### config.mk
export PLATFORM = sky130hd
export DESIGN_NAME = bus_arbiter
export DESIGN_NICKNAME = d
export VERILOG_FILES = /design/src/rtl/bus_arbiter.sv
export SDC_FILE = /design/constraint.sdc
export NUM_CORES = 1
export LEC_CHECK = 0
export CAP_MARGIN = 20
export CELL_PAD_IN_SITES_DETAIL_PLACEMENT = 0
export CELL_PAD_IN_SITES_GLOBAL_PLACEMENT = 2
export CORE_MARGIN = 2
export CORE_UTILIZATION = 29
export CTS_CLUSTER_SIZE = 28
export DETAILED_ROUTE_END_ITERATION = 16
export PLACE_DENSITY = 0.83
export SYNTH_ARGS = -nofsm -noshare
export SYNTH_HDL_FRONTEND = slang
export SYNTH_SLANG_ARGS = --single-unit
### constraint.sdc
create_clock -name clk -period 1.93 [get_ports clk]
set_input_delay 0.2895 -clock clk [delete_from_list [all_inputs] [get_ports clk]]
set_output_delay 0.2895 -clock clk [all_outputs]
set_load 0.01 [all_outputs]
### src/rtl/bus_arbiter.sv
// ---------------------------------------------------------------------------
// bus_arbiter
// Borrows the CPU bus on behalf of two external masters (bit0 = DMA,
// bit1 = debug). The arbiter raises cpu_busrq_n, waits for cpu_busack_n and
// then grants one master at a time. Masters that request together are served
// round-robin. The bus passes directly between masters through HANDOVER,
// without returning it to the CPU.
//
// Optional feature: define BUS_ARBITER_HOLD_LIMIT_EN to enable preemption.
// With preemption, a master keeps the bus for at most HOLD_MAX cycles while
// the other master waits. When the limit ends a grant, preempt pulses high.
// ---------------------------------------------------------------------------
module bus_arbiter #(
    parameter int HOLD_MAX = 64  // legal range 2..255
) (
    input  logic       clk,
    input  logic       rst,
    input  logic [1:0] req,
    output logic [1:0] gnt,
    output logic       cpu_busrq_n,
    input  logic       cpu_busack_n,
    output logic       preempt
);

    // The counter only needs to reach HOLD_MAX-1, where the hold limit fires.
    localparam int               CNT_W     = $clog2(HOLD_MAX);
    localparam logic [CNT_W-1:0] HOLD_LAST = CNT_W'(HOLD_MAX - 1);

    typedef enum logic [2:0] {
        S_IDLE,
        S_REQ,
        S_GRANT,
        S_HANDOVER,
        S_RELEASE
    } state_t;

    state_t           r_state;
    state_t           w_next_state;
    logic             r_owner;         // master currently served (0 = DMA, 1 = debug)
    logic             w_next_owner;
    logic             r_last;          // master granted most recently, for round-robin
    logic             w_next_last;
    logic [CNT_W-1:0] r_hold_cnt;      // grant cycles spent while the other master waits
    logic [CNT_W-1:0] w_next_hold_cnt;
    logic [1:0]       r_gnt;
    logic [1:0]       w_next_gnt;
    logic             r_busrq_n;
    logic             w_next_busrq_n;
    logic             r_preempt;
    logic             w_next_preempt;

    logic             w_owner_req;
    logic             w_other_req;
    logic             w_hold_expired;

    assign w_owner_req = req[r_owner];
    assign w_other_req = req[~r_owner];

`ifdef BUS_ARBITER_HOLD_LIMIT_EN
    assign w_hold_expired = w_other_req && (r_hold_cnt == HOLD_LAST);
`else
    assign w_hold_expired = 1'b0;
`endif

    // Next-state, owner and last-granted selection.
    always_comb begin
        // NOTE: every variable gets a default first, so no path can leave one
        // unassigned and infer a latch.
        w_next_state   = r_state;
        w_next_owner   = r_owner;
        w_next_last    = r_last;
        w_next_preempt = 1'b0;
        unique case (r_state)
            S_IDLE: begin
                if (req != 2'b00) begin
                    w_next_state = S_REQ;
                    // On a tie, the master not granted last wins.
                    w_next_owner = (req == 2'b11) ? ~r_last : req[1];
                end
            end
            S_REQ: begin
                if (!w_owner_req) begin
                    w_next_state = S_RELEASE;
                end else if (!cpu_busack_n) begin
                    w_next_state = S_GRANT;
                    w_next_last  = r_owner;
                end
            end
            S_GRANT: begin
                if (cpu_busack_n) begin
                    // The CPU took the bus back; ask again for the same owner.
                    w_next_state = S_REQ;
                end else if (!w_owner_req) begin
                    if (w_other_req) begin
                        w_next_state = S_HANDOVER;
                        w_next_owner = ~r_owner;
                    end else begin
                        w_next_state = S_RELEASE;
                    end
                end else if (w_hold_expired) begin
                    w_next_state   = S_HANDOVER;
                    w_next_owner   = ~r_owner;
                    w_next_preempt = 1'b1;
                end
            end
            S_HANDOVER: begin
                if (!w_owner_req) begin
                    w_next_state = S_RELEASE;
                end else if (cpu_busack_n) begin
                    w_next_state = S_REQ;
                end else begin
                    w_next_state = S_GRANT;
                    w_next_last  = r_owner;
                end
            end
            S_RELEASE: begin
                if (cpu_busack_n) begin
                    w_next_state = S_IDLE;
                end
            end
            default: begin
                w_next_state = S_IDLE;
            end
        endcase
    end

    // Hold counter: counts while the grant continues and the other master waits, else clears.
    always_comb begin
        w_next_hold_cnt = '0;
        if ((r_state == S_GRANT) && (w_next_state == S_GRANT) && w_other_req) begin
            w_next_hold_cnt = (r_hold_cnt == HOLD_LAST) ? r_hold_cnt : r_hold_cnt + 1'b1;
        end
    end

    // Output values for the next cycle, decoded from the next state so outputs can be registered.
    always_comb begin
        w_next_gnt     = 2'b00;
        w_next_busrq_n = 1'b1;
        if (w_next_state == S_GRANT) begin
            w_next_gnt = w_next_owner ? 2'b10 : 2'b01;
        end
        if (w_next_state inside {S_REQ, S_GRANT, S_HANDOVER}) begin
            w_next_busrq_n = 1'b0;
        end
    end

    // State and output registers; reset drops the grant without any sequencing.
    always_ff @(posedge clk or posedge rst) begin
        if (rst) begin
            r_state    <= S_IDLE;
            r_owner    <= 1'b0;
            r_last     <= 1'b1;
            r_hold_cnt <= '0;
            r_gnt      <= 2'b00;
            r_busrq_n  <= 1'b1;
            r_preempt  <= 1'b0;
        end else begin
            // NOTE: non-blocking assignments make every register update from
            // the values present before the edge, independent of statement order.
            r_state    <= w_next_state;
            r_owner    <= w_next_owner;
            r_last     <= w_next_last;
            r_hold_cnt <= w_next_hold_cnt;
            r_gnt      <= w_next_gnt;
            r_busrq_n  <= w_next_busrq_n;
            r_preempt  <= w_next_preempt;
        end
    end

    assign gnt         = r_gnt;
    assign cpu_busrq_n = r_busrq_n;
    assign preempt     = r_preempt;

endmodule

Word-level counts from Yosys, hierarchy flattened
Index checks and enable logic that the tools add are counted.
{"block": "classes", "order_cmp": 2, "eq_ne": 8, "n_mux": 23, "bitwise_logic": 3, "n_reduce_logical": 5}
{"op": "$mux W3", "count": 8}
{"op": "$pmux W3 S5", "count": 1}
{"op": "$eq A3 B2 Y1 const B", "count": 4}
{"op": "$mux W1", "count": 10}
{"op": "$eq A3 B1 Y1 const B", "count": 2}
{"op": "$mux W2", "count": 3}
{"op": "$lt A1 B2 Y1 const B", "count": 2}
{"op": "$eq A3 B3 Y1 const B", "count": 1}
{"op": "$logic_not A3 Y1", "count": 1}
{"op": "$not A1 Y1", "count": 3}
{"op": "$reduce_and A3 Y1", "count": 1}
{"op": "$reduce_bool A3 Y1", "count": 1}
{"op": "$eq A2 B2 Y1 const B", "count": 1}
{"op": "$pmux W1 S2", "count": 1}
{"op": "$reduce_bool A2 Y1", "count": 1}
{"op": "$reduce_or A2 Y1", "count": 1}
{"block": "totals", "regBits": 8, "input_bits": 5, "wordCells": 46}

Depth between registers and ports, before layout
Gate-level depths: netlist of the first run.
{"block": "logic_depth", "word_depth": 10, "depth_mapped": 5}

Least setup slack after synthesis of the first run
OpenSTA, ideal clock, no wires.
{"block": "synth_path", "kind": "reg-to-reg", "startpoint": "register r_owner", "endpoint": "register r_gnt[1] (netlist: gnt[1])", "setup_ps": 73, "arrival_ps": 1390, "required_time_ps": 1857, "slack_ps": 467, "path_stages_with_launch": 5, "cell_sequence": "dfrtp_1 > mux2i_1 > a211oi_2 > or4b_1 > nor2b_1"}
{"block": "synth_via", "elab_chain_len": 8, "word_cells_on_any_way": 19, "cone_classes": "eq/ne: 1; mux: 17; bitwise: 1"}
{"element": "from (decl)", "line": "39", "rtl": "logic r_owner;"}
{"element": "from (signal assigned)", "line": "161", "rtl": "r_owner <= w_next_owner;"}
{"element": "$mux W1 (implied by the code) (2 in a row)", "line": "57", "rtl": "assign w_other_req = req[~r_owner];"}
{"element": "$mux W3 / $mux W1 (equally long branches)", "line": "94", "rtl": "if (w_other_req) begin"}
{"element": "$mux W3 / $mux W1 (equally long branches)", "line": "93", "rtl": "end else if (!w_owner_req) begin"}
{"element": "$mux W3 / $mux W1 (equally long branches)", "line": "90", "rtl": "if (cpu_busack_n) begin"}
{"element": "$pmux W3 S5 / $pmux W1 S2 (equally long branches)", "line": "73", "rtl": "unique case (r_state)"}
{"element": "$eq A3 B2 Y1 / $mux W2 (equally long branches)", "line": "139, 140"}
{"element": "$mux W2 (*)", "line": "139", "rtl": "if (w_next_state == S_GRANT) begin"}
{"element": "via w_next_gnt[1]", "line": "46", "rtl": "logic [1:0] w_next_gnt;"}
{"element": "to (signal assigned)", "line": "164", "rtl": "r_gnt <= w_next_gnt;"}
{"element": "to (decl)", "line": "45", "rtl": "logic [1:0] r_gnt;"}
The timed path passes the listed nets; every way through them passes the cells marked *. The select of a mux whose other input is x is not followed.
A chain may end at the register's enable or synchronous reset.

Worst setup path after layout of the first run
{"block": "layout_path", "startpoint": "input port req[1]", "endpoint": "register r_gnt[1] (netlist: gnt[1])"}
{"block": "layout_via", "elab_chain_len": 8, "word_cells_on_any_way": 22, "cone_classes": "eq/ne: 2; mux: 19; reduce/logical: 1"}
{"element": "from (decl)", "line": "18", "rtl": "input logic [1:0] req,"}
{"element": "$mux W1 (implied by the code) (2 in a row)", "line": "57"}
{"element": "$mux W3 / $mux W1 (equally long branches)", "line": "94"}
{"element": "$mux W3 / $mux W1 (equally long branches)", "line": "93"}
{"element": "$mux W3 / $mux W1 (equally long branches)", "line": "90"}
{"element": "$pmux W3 S5 / $pmux W1 S2 (equally long branches)", "line": "73"}
{"element": "$eq A3 B2 Y1 / $mux W2 (equally long branches)", "line": "139, 140"}
{"element": "$mux W2 (*)", "line": "139"}
{"element": "via w_next_gnt[1]", "line": "46"}
Marked as above.

==> results of run 1 <==
## worst paths after layout
| kind | start | to | depth (start not counted) |
|---|---|---|---|
| max reg2reg | r_owner$_DFF_PP0_ | gnt[1]$_DFF_PP0_ | 4 |
| min in group clk | r_last$_DFFE_PP1P_ | r_last$_DFFE_PP1P_ | 2 |
| max in group asynchronous | rst | cpu_busrq_n$_DFF_PP1_ | 2 |
| max | req[1] | gnt[1]$_DFF_PP0_ | 5 |
| min reg2reg | r_last$_DFFE_PP1P_ | r_last$_DFFE_PP1P_ | 2 |
| min | rst | gnt[1]$_DFF_PP0_ | 2 |
## area by class of cell
cell class,count,area [um^2]
flip-flops and latches,8,203
repair buffers,11,100
well taps,16,20.0
clock buffers,3,22.5
inverters,3,11.3
fillers,159,918
multi-input cells,32,214
## cell usage after synthesis (2+ instances only)
| cell | number | share of area |
|---|---|---|
| sky130_fd_sc_hd__dfrtp_1 | 6 | 0.33 |
| sky130_fd_sc_hd__nor2_1 | 6 | 0.050 |
| sky130_fd_sc_hd__nand2_1 | 2 | 0.017 |
| sky130_fd_sc_hd__buf_4 | 2 | 0.033 |
| sky130_fd_sc_hd__inv_1 | 3 | 0.025 |
| sky130_fd_sc_hd__dfstp_2 | 2 | 0.12 |
| sky130_fd_sc_hd__a21oi_1 | 4 | 0.044 |
## logic make-up after synthesis
logic type | after synthesis
AND/OR/NAND/NOR | 20
buffers and inverters | 6
other | 1
flip-flops | 8
multiplexers | 1
AO/OA/AOI/OAI | 10
## metal layers
metal  up-vias  routed length (um)  track usage
met5         -                   0            0
met4         0                   0       0.0182
met3         0                  37       0.0750
met2         6                 451        0.171
met1       181                 384        0.145
li1        188                   -            -
## power groups by stage
stage	Combinational [mW]	Clock, mW	Sequential, mW
after floorplan	0.192	0	0.309
after global placement	0.300	0	0.320
after detailed placement	0.302	0	0.320
after CTS	0.303	0.123	0.318
after global routing	0.335	0.141	0.328
final	0.299	0.118	0.317
## flip-flops by register name, summed over array words and instances (netlist names)
| name | cells |
|---|---|
| cpu_busrq_n | 1 |
| gnt | 2 |
| r_last | 1 |
| r_owner | 1 |
| r_state | 3 |
## stage by stage
step	area, um^2	util	power [mW]	worst slack (ns)	instances
2_1_floorplan	454	-	0.502	0.467	46
3_3_place_gp	548	0.368	0.620	0.0437	70
5_1_grt	571	0.383	0.804	0.195	73
6_report	571	0.383	0.734	0.286	73
3_5_place_dp	548	0.368	0.622	0.0327	70
4_1_cts	571	0.383	0.744	0.284	73
## cell usage in the layout, fill, tap and decap left out, drive strengths merged, types with 2 or more instances in the layout
master         synthesis  routed
clkbuf                 0       3
a21oi                  4       4
buf                    3       4
dfrtp                  6       6
clkdlybuf4s50          0       7
nor2                   6       6
o21ai                  2       2
inv                    3       3
nand2                  2       2
dfstp                  2       2
==> flow_results.org, run 1 <==
** Floorplanning
- Measured along the y axis, the die boundary spans between 40 and 50 um.
- The floorplan step set the die width to 43.6 um.
- For this design the top-level I/O count stands at 9.
- After floorplanning, the core was sized to cover 1490 um^2.
- Cell Rows :: 14
- The die covers 1900 um^2.
- Initial standard-cell utilization of the core :: 0.305

** Logic synthesis
- The portion of synthesized area spent on multiplexers is 0.0220.
- Combinational family with the most area after synthesis :: simple AND/OR/NAND/NOR gates
- Synthesis handed over a netlist of 46 instances.
- Synthesis produced a netlist with a net count of 51.
- Yosys synthesis warning count :: 0
- Number of enable-type register cells in the synthesized netlist :: 0
- Of the total synthesized cell area, the portion taken by XOR and XNOR cells is 0.
- Share of the synthesized area in compound gates (AO/OA/AOI/OAI) :: 0.165
- Combined area of all synthesized cells :: about 450 um^2
- For this run, the register share of the synthesized area comes to 0.446.
- Async set-reset flop share out of synthesis :: 1.00
- Syn avg cell area :: 9.87 um^2
- Simple-gate portion of the synthesized area :: 0.275
- Top FF cell, synth :: sky130_fd_sc_hd__dfrtp_1
- Of the total synthesized cell area, the portion taken by full adders, half adders and majority gates is 0.
- Synth unique cells :: 28
- #FFs+latches synth :: 8

** STA
- Setup violations remaining at the end of the flow were counted as 0.
- Shortest clock period the worst path allows after layout :: about 1.6 ns
- In the final timing run, aggregate negative setup slack is 0 ns.
- The max-slew violation count is 0.
- Worst hold slack after final layout :: 0.278 ns
- Final Skew :: 0.00504 ns
- Setup repair after global routing left no endpoint under its margin.
- Ratio of final minimum period to clock period :: 0.852
- Final hold violations :: 0
- Derived from the worst setup path, the maximum achievable clock frequency is between 600 and 700 MHz.

** Run
- Across the run, the number of max-cap violations was 0.

** Pwr
- Seq pwr share :: 0.432
- In this run the power density over the cells is around 1300 nW/um^2.
- The share of total power dissipated in combinational logic is 0.407.
- Clk network pwr share :: 0.161
- Proportion of total power due to net switching :: 0.348
- For this design the static power due to leakage is 0.236 nW.
- Internal power consumption :: 0.478 mW
- Switching power :: 0.255 mW
- Across the VDD grid, the largest voltage drop is 0.631 mV.

** GRT
- Remaining Overflow, GRT :: 0
- Via count of the first global-routing pass :: 361
- Global-route wire length before repair :: between 1500 and 2000 um
- The initial antenna violation count is 0.
- Pin count of the biggest net entering global routing :: 10
- In the global route stage, overall resource usage came out at 0.116.

** Placed design
- Final GP Congestion :: 0.704
- The HPWL after detailed placement is 701 um.
- In this run the tool buffered the top-level ports with 7 buffer cells.

** Setup path
- In this run the worst path has a maximum fanout of 5.
- Data on the critical path is required at its endpoint by between 2 and 2.5 ns.
- The critical path is of the in2reg type.
- Traced cell by cell, the critical path runs through clkdlybuf4s50_1 -> mux2i_1 -> a211oi_2 -> or4b_1 -> nor2b_1.
- The worst setup path is launched from an input port.
- Counting both buffers and inverters, the worst setup path holds a total of 1.
- Sort of element at the end of the critical path :: flop
- CP max stage cell :: sky130_fd_sc_hd__clkdlybuf4s50_1
- At the worst endpoint, the arrival time is roughly 1.8 ns.
- The largest single stage delay on the critical path is 0.54 ns.
- The setup check on the worst reg-to-reg path leaves a slack of 0.39 ns.
- Kind of cell adding the most delay to the critical path :: simple AND/OR/NAND/NOR gates

** Clocking
- Clock tree from TritonCTS :: yes
- Buffers inserted to repair hold after CTS numbered 0.
- The tree is rooted in a sky130_fd_sc_hd__clkbuf_4.
- Counting along the longest clock path gives a buffer depth of 2.
- The number of clock buffers added by TritonCTS is 3.
- H-tree depth :: 1
- CTS sink cnt :: 8
- Clock latency on the worst-skew pair, taken at its later pin, is 0.24 ns.
- After clock tree synthesis, the setup repair step added 0 buffers.
- Clock-pin slew reported for the worst setup and hold paths after clock tree synthesis :: 0.05 ns
- Post-CTS repair changed the size of 0 cells.

** Layout
- Of the cells placed in the final design, the portion with a size suffix greater than 1 is 0.211.
- In the final design database the tool counted 64 nets.
- Count of antenna diodes in the layout :: 0
- Compared with the post-synthesis result, the final layout area differs by 25.6%.

** Detailed routing
- Using the TritonRoute via totals, the vias-per-cell ratio works out to 5.14.
- First-pass DRT Iterations :: 2
- The count of nets left with antenna violations once routing finished came out at 0.
- 1st-iter DRT viols :: 10
- Total via count after detailed routing :: 375
- For this block, the routed nets add up to ~870 um of wire.
- Mean routed wirelength per cell :: 12.0 um
- Number of remaining DRC errors :: 0

** Hold path
- The min-delay analysis places its worst path in the category in2async.

** Status
- The run finished with clean final reports.
Power figures use the tool's default switching activity.
==> run 2, diff against run 1 <==
- HOLD_SLACK_MARGIN: unset -> 0.12
==> results of run 2 <==
No change in the layout: final DEF, timing and power equal those of run 1.
